<file path="src/rtl/dualmem_stream_reader.sv">
`timescale 1ns/1ps
// dualmem_stream_reader
// Reads `len` consecutive words from one port of a dual-port block RAM,
// starting at `base` and wrapping at the top address, and streams them out
// on a valid/ready interface. A 2-entry output FIFO absorbs backpressure.
// Reads are only issued when the FIFO is certain to have room, so no read
// data is ever lost.
module dualmem_stream_reader #(
  parameter int rwidth = 13,
  parameter int dw     = 8
) (
  input  logic              clk,
  input  logic              rst,
  input  logic              start,
  input  logic [rwidth-1:0] base,
  input  logic [rwidth:0]   len,
  input  logic              abort,
  output logic              busy,
  output logic              done,
  output logic              mem_en,
  output logic              mem_we,
  output logic [rwidth-1:0] mem_addr,
  output logic [dw-1:0]     mem_din,
  input  logic [dw-1:0]     mem_dout,
  output logic              out_valid,
  input  logic              out_ready,
  output logic [dw-1:0]     out_data
);

  typedef enum logic [1:0] {
    S_IDLE,
    S_RUN,
    S_DRAIN
  } state_t;

  state_t            state;
  logic [rwidth-1:0] addr;
  logic [rwidth:0]   remaining;
  logic              inflight;
  logic              done_q;

  logic [dw-1:0]     fifo_mem [2];
  logic              rd_ptr;
  logic              wr_ptr;
  logic [1:0]        fifo_count;

  logic              pop;
  logic              push;
  logic [2:0]        occupancy;
  logic              last_pop;

  // Stream side: head of the FIFO is presented directly from its register.
  assign out_valid = (fifo_count != 2'd0);
  assign out_data  = fifo_mem[rd_ptr];
  assign pop       = out_valid & out_ready;

  // The word read last cycle lands in the FIFO at the coming edge.
  assign push      = inflight;

  // Slots that will be taken after this edge if no new read is issued.
  assign occupancy = {1'b0, fifo_count} + {2'b00, inflight} - {2'b00, pop};

  // Issue a read only when the word it returns is guaranteed a FIFO slot.
  assign mem_en    = (state == S_RUN) && (remaining != '0) && (occupancy < 3'd2);

  // The final word of the transfer is being accepted this cycle.
  assign last_pop  = pop && (fifo_count == 2'd1) && !inflight && (remaining == '0);

  assign mem_we    = 1'b0;
  assign mem_din   = '0;
  assign mem_addr  = addr;
  assign busy      = (state != S_IDLE);
  assign done      = done_q;

  // Transfer control, read issue, FIFO capture and completion pulse.
  always_ff @(posedge clk) begin
    if (rst) begin
      state      <= S_IDLE;
      addr       <= '0;
      remaining  <= '0;
      inflight   <= 1'b0;
      done_q     <= 1'b0;
      rd_ptr     <= 1'b0;
      wr_ptr     <= 1'b0;
      fifo_count <= 2'd0;
      // NOTE: the FIFO storage is reset as well because its head drives
      // out_data directly; only two words, and it keeps out_data at zero.
      for (int i = 0; i < 2; i++) fifo_mem[i] <= '0;
    end else begin
      // NOTE: non-blocking assignments throughout, so every decision below
      // sees the pre-edge values of state, counters and pointers.
      done_q <= 1'b0;
      case (state)
        S_IDLE: begin
          if (start && !abort) begin
            if (len == '0) begin
              done_q <= 1'b1;
            end else begin
              state     <= S_RUN;
              addr      <= base;
              remaining <= len;
            end
          end
        end
        default: begin
          if (abort) begin
            state      <= S_IDLE;
            remaining  <= '0;
            inflight   <= 1'b0;
            rd_ptr     <= 1'b0;
            wr_ptr     <= 1'b0;
            fifo_count <= 2'd0;
          end else begin
            inflight <= mem_en;
            if (mem_en) begin
              addr      <= addr + rwidth'(1);
              remaining <= remaining - (rwidth + 1)'(1);
            end
            if (push) begin
              fifo_mem[wr_ptr] <= mem_dout;
              wr_ptr           <= ~wr_ptr;
            end
            if (pop) rd_ptr <= ~rd_ptr;
            fifo_count <= fifo_count + {1'b0, push} - {1'b0, pop};
            if (last_pop) begin
              state  <= S_IDLE;
              done_q <= 1'b1;
            end else if (state == S_RUN && remaining == '0 && !inflight) begin
              state <= S_DRAIN;
            end
          end
        end
      endcase
    end
  end

endmodule
</file>
<file path="config.mk">
export PLATFORM = sky130hd
export DESIGN_NAME = dualmem_stream_reader
export DESIGN_NICKNAME = d
export VERILOG_FILES = /design/src/rtl/dualmem_stream_reader.sv
export SDC_FILE = /design/constraint.sdc
export NUM_CORES = 1
export LEC_CHECK = 0
export ABC_CLOCK_PERIOD_IN_PS = 3500
export BUFFER_PORTS_ARGS = -buffer_cell sky130_fd_sc_hd__buf_4
export CAP_MARGIN = 20
export CORE_MARGIN = 2
export CORE_UTILIZATION = 45
export DETAILED_ROUTE_END_ITERATION = 10
export HOLD_SLACK_MARGIN = 0.15
export PLACE_DENSITY = 0.79
export SYNTH_ARGS = -nofsm -noshare
export SYNTH_HDL_FRONTEND = slang
export SYNTH_SLANG_ARGS = --single-unit
export TNS_END_PERCENT = 100
</file>
<file path="constraint.sdc">
create_clock -name clk -period 3.5 [get_ports clk]
set_clock_uncertainty 0.15 [all_clocks]
set_input_delay 0.7 -clock clk [delete_from_list [all_inputs] [get_ports clk]]
set_output_delay 0.7 -clock clk [all_outputs]
set_load 0.02 [all_outputs]
</file>
Yosys cells after proc, flatten, opt, wreduce, memory -nomap -nowiden
Memories as Yosys holds them, arrays and structs flattened. A register that Yosys moved wholly into a read port is not among the register bits.
Cells that the tools add are included.
- register bits: 35
- bits in writable memories: 16
- input port bits: 40
- output and inout port bits: 34
- word-level logic and storage cells: 91
- memories: 1
- memory list (name ; words ; width ; read ports ; clocked after memory_dff ; write ports ; RTL line ; text):
    fifo_mem ; 2 ; 8 ; 1 ; 1 ; 2 ; 42 ; logic [dw-1:0] fifo_mem [2];
- add/subtract/negate cells: 6
- order comparisons: 1
- equality and inequality tests: 5
- muxes and demuxes: 39
- bitwise operators: 4
- reduce and logical (&&, ||, !) cells: 27
- operator list (kind ; count):
    14-bit two-way mux ; 5
    13-bit two-way mux ; 5
    14-bit logical NOT ; 2
    1-bit two-way mux ; 21
    2-bit two-way mux ; 7
    14-bit nonzero test ; 1
    14-bit by 1-bit subtractor with 14-bit output, second input constant ; 1
    13-bit by 1-bit adder with 13-bit output, second input constant ; 1
    2-bit nonzero test ; 5
    1-bit logical AND ; 8
    8-bit two-way mux ; 1
    8-bit OR reduction ; 1
    3-bit AND reduction ; 2
    2-bit by 1-bit == test with 1-bit output, second input constant ; 2
    2-bit inequality test, second input constant ; 2
    2-bit AND reduction ; 2
    4-bit AND reduction ; 1
    4-bit nonzero test ; 1
    2-bit by 1-bit adder with 3-bit output ; 1
    3-bit by 2-bit < comparator with 1-bit output, second input constant ; 1
    1-bit NOT ; 3
    3-bit nonzero test ; 1
    3-bit by 1-bit subtractor with 3-bit output ; 1
    2-bit by 1-bit adder with 2-bit output ; 1
    other kinds (5) ; 6

Logic depth before layout (Yosys ltp)
- depth in word-level cells: 8
- mapped depth: 11
- gate-level depth less buffers: 11

Worst setup path before layout
No wires, ideal clock.
- path kind: input -> output
- start point: input port out_ready
- end point: output port mem_en
- arrival: 2.165 ns
- data required time: 2.650 ns
- setup slack: 0.485 ns
- stages: 9
- path through: nand2_1 -> mux2i_1 -> ha_1 -> inv_1 -> fa_1 -> xor2_1 -> nor3_1 -> o21ai_4 -> inv_4
- longest elaborated chain between the ends: 4
- RTL lines (what ; RTL line ; text):
    from (decl) ; 26 ; input logic out_ready,
    1-bit bitwise AND ; 55 ; assign pop = out_valid & out_ready;
    3-bit by 1-bit subtractor with 3-bit output ; 61 ; assign occupancy = {1'b0, fifo_count} + {2'b00, inflight} - {2'b00, pop};
    3-bit by 2-bit < comparator with 1-bit output ; 64 ; assign mem_en = (state == S_RUN) && (remaining != '0) && (occupancy < 3'd2);
    1-bit logical AND ; 64 ;
    to (decl) ; 20 ; output logic mem_en,
No other way between the ends.

Final worst setup path
Same ends and word-level chain as after synthesis.

==> impl_metrics.json <==
{
  "status": "complete, no violations",
  "ys_types": 63,
  "dr.pass1.iters": 6,
  "busiest_layer": "met2",
  "fill_cells": 645,
  "hp-class": "reg2reg",
  "post_cts_buffers": 0,
  "cts_tree": "done",
  "diodes": 0,
  "layout_setup_ws_ns": 0.2066,
  "yosys_warnings": 0,
  "nNetsFinal": 475,
  "clock.fmax_mhz": 303.6,
  "die_h_um": 88.14,
  "syn_avg_cell_area_um2": 8.495,
  "place_ws_ns": 0.2076,
  "drive_gt1_frac": 0.2529,
  "port_buffers": 64,
  "antenna_left": 0,
  "first_global_vias": 2880,
  "clockPowerShare": 0.260,
  "clock-sinks": 52,
  "rr_startpoint": "fifo_count[0]",
  "h-tree-depth": 2,
  "vias": 3076,
  "dp_hpwl_um": 5980,
  "placed_cells": 518,
  "criticalPathCategory": "in2out",
  "worst_r2r_path_depth": 10,
  "slew_headroom": 0.5164,
  "start_kind": "primary input",
  "drv_slew": 0,
  "arrival_ns": 2.44,
  "power_switching_share": 0.3188,
  "overflow": 0,
  "ir_drop_v": 0.0001864,
  "final-instance-count-excl-fill": 527,
  "cap_violations": 0,
  "path_max_fanout": 4,
  "drc": 0,
  "synth-edff-count": 16,
  "seqPwrFrac": 0.502,
  "r2r_slack_ns": 0.59,
  "synthCells": 375,
  "grtUsageMet3": 0.03299,
  "grt_max_degree": 40,
  "cts-root-buf": "clkbuf_8",
  "row_count": 30,
  "ys_seq_area_frac": 0.3771,
  "hold_depth": 2,
  "antenna_found_initial": 0,
  "synthFlopType": "dfxtp_1",
  "rr_endpoint": "remaining[12]",
  "grt_use_met1": 0.3029,
  "postSynth.asyncResetShare": 0,
  "post-route-min-period_ns": 3.293,
  "internal-power_w": 0.0009238,
  "endpoint": "mem_en",
  "wl_um": 8300,
  "ctsLongestPathBuffers": 2,
  "die_x_um": 88.14,
  "clk_latency_ns": 0.31,
  "globalRouteMet2Util": 0.3554,
  "wl_per_cell_um": 15.75,
  "seq_area_um2": 1202,
  "place_congestion": 0.8883,
  "syn2layout_area_growth_pct": 19.84,
  "fin_setup_tns_ns": 0,
  "power_density_nw_per_um2": 355.3,
  "power_switching_w": 0.0004324,
  "worstMarginPinSlew_ns": 0.7239,
  "netlist_area_um2": 3186,
  "multi_input_area_um2": 1805,
  "grt_pass1_wl_um": 13480,
  "finalSetupViolations": 0,
  "rsz0062_at_grt": "false",
  "leakage_nw": 1.514,
  "hold_viol": 0,
  "vias_per_cell": 5.837,
  "io-pin-count": 74,
  "ys_ff_latch": 52,
  "comb_power_share": 0.238,
  "numCtsBuffers": 5,
  "floorplan.initialDensity": 0.4663,
  "die_area_um2": 7768,
  "grt_use_total": 0.2176,
  "drtIter0Drc": 242,
  "worstPathRequired_ns": 2.65,
  "core_area_um2": 6832,
  "critPathLaunch": "out_ready",
  "end_kind": "output port",
  "clkTransAtPathRegs_ns": 0.09,
  "timing.final.crit_share": 0.9410
}
## cells by family (layout without fill, tap and decap cells)
| kind of cell | Yosys count | in the layout | share of synthesized area |
|---|---|---|---|
| xor gates and xnor gates | 6 | 6 | 0.01650 |
| muxes | 14 | 14 | 0.04870 |
| adders and majority gates | 5 | 5 | 0.02200 |
| and+or+nand+nor | 147 | 147 | 0.2400 |
| AOI/OAI and AO/OA | 104 | 104 | 0.2282 |
| DFF | 52 | 52 | 0.3771 |
| buffers and inverters | 46 | 94 | 0.06638 |
| other | 1 | 9 | 0.001177 |
## cell usage after synthesis, drive strengths merged (2+ instances only)
library cell	n	area (um2)
a211oi	5	37.54
clkinv	2	7.510
a22oi	4	30.03
xor2	4	35.03
a32o	2	20.02
ha	4	50.05
o211ai	2	15.01
nor2	34	130.1
o41ai	3	26.28
edfxtp	16	480.5
nor3	14	70.07
or4	7	52.55
a31oi	5	31.28
nand2b	2	12.51
o221a	2	22.52
a22o	4	35.03
o31a	2	18.77
mux2	12	135.1
or2	3	21.27
inv	11	43.80
xnor2	2	17.52
o21ai	18	112.6
nor2b	6	37.54
nand3	5	25.02
nor3b	2	15.01
nand4	6	37.54
mux2i	2	20.02
and2	17	106.4
o31ai	3	22.52
nand2	30	112.6
nor4	12	75.07
dfxtp	36	720.7
a221oi	2	17.52
or3	3	20.02
a21oi	32	160.2
o32ai	8	70.07
a211o	4	35.03
buf	15	92.58
clkbuf	18	67.56
## final cells by class
cell class / instances / area share
clock buffers: 5 / 0.01803
clock inverters: 3 / 0.006227
inverters: 13 / 0.01344
multi-input cells: 285 / 0.4730
flip-flops and latches: 52 / 0.3150
well taps: 96 / 0.03147
repair buffers: 73 / 0.1429
## layer usage
layer	routed length (um)	part of all wire
met1	3598	0.43
met2	3984	0.48
met3	615	0.074
met4	102	0.012
met5	0	0
## power by group through the flow
stage | registers (W) | clock network (W) | logic, W
3_3_place_gp | 0.000692 | 0 | 0.000310
5_1_grt | 0.000685 | 0.000374 | 0.000356
4_1_cts | 0.000680 | 0.000354 | 0.000319
6_report | 0.000681 | 0.000352 | 0.000323
3_5_place_dp | 0.000694 | 0 | 0.000318
2_1_floorplan | 0.000695 | 0 | 0.000211
## worst min-delay path by stage
stage                             from            to  slack (ns)
after CTS                 mem_addr[12]  mem_addr[12]        0.37
after global routing      mem_addr[12]  mem_addr[12]        0.39
final                     mem_addr[12]  mem_addr[12]        0.37
after global placement          wr_ptr        wr_ptr        0.33
after detailed placement  mem_addr[12]  mem_addr[12]        0.36
after floorplan           remaining[2]  remaining[2]        0.32
## per-stage QoR
| step | instance area, um2 | utilization | hold WS [ns] | total power, W |
|---|---|---|---|---|
| 2_1_floorplan | 3216 | - | 0.3193 | 0.0009054 |
| 3_3_place_gp | 3719 | 0.5443 | 0.3342 | 0.001002 |
| 3_5_place_dp | 3719 | 0.5443 | 0.3579 | 0.001012 |
| 4_1_cts | 3811 | 0.5579 | 0.3730 | 0.001353 |
| 5_1_grt | 3817 | 0.5588 | 0.3884 | 0.001415 |
| 6_report | 3817 | 0.5588 | 0.3711 | 0.001356 |
## sequential cells by signal (all words and copies together), names as in the netlist, named ones only
name / cells
fifo_mem: 16
remaining: 14
mem_addr: 13
fifo_count: 2
state: 2
done: 1
inflight: 1
rd_ptr: 1
wr_ptr: 1
## placed cells by master (no fill, tap or decap), drive strengths merged, types with 3 or more instances in the layout
master	Yosys	final
nor2b	6	6
nand4	6	6
nor3	14	14
clkinv	2	3
a21oi	32	32
a22oi	4	4
nor4	12	12
or4	7	7
xor2	4	4
clkbuf	18	6
mux2	12	12
dfxtp	36	36
or2	3	3
o41ai	3	3
nor2	34	34
or3	3	3
and2	17	17
ha	4	4
o32ai	8	8
a211oi	5	5
buf	15	72
o31ai	3	3
nand3	5	5
conb	1	9
a31oi	5	5
a22o	4	4
nand2	30	30
a211o	4	4
edfxtp	16	16
inv	11	11
o21ai	18	18
## critical path: stages
cell	delay (ns)
buf_4	0.10
nand2_1	0.06
mux2i_1	0.15
ha_1	0.17
inv_1	0.05
fa_1	0.50
nand2_1	0.08
nor3_1	0.29
o21ai_4	0.13
inv_4	0.10
buf_4	0.14
## timing repair
| item | CTS | global route |
|---|---|---|
| hold buffers | 0 | 0 |
| resized for setup | 0 | 1 |
| setup endpoints to repair | 0 | 1 |
Note: power is estimated with default switching activity, not from simulation.
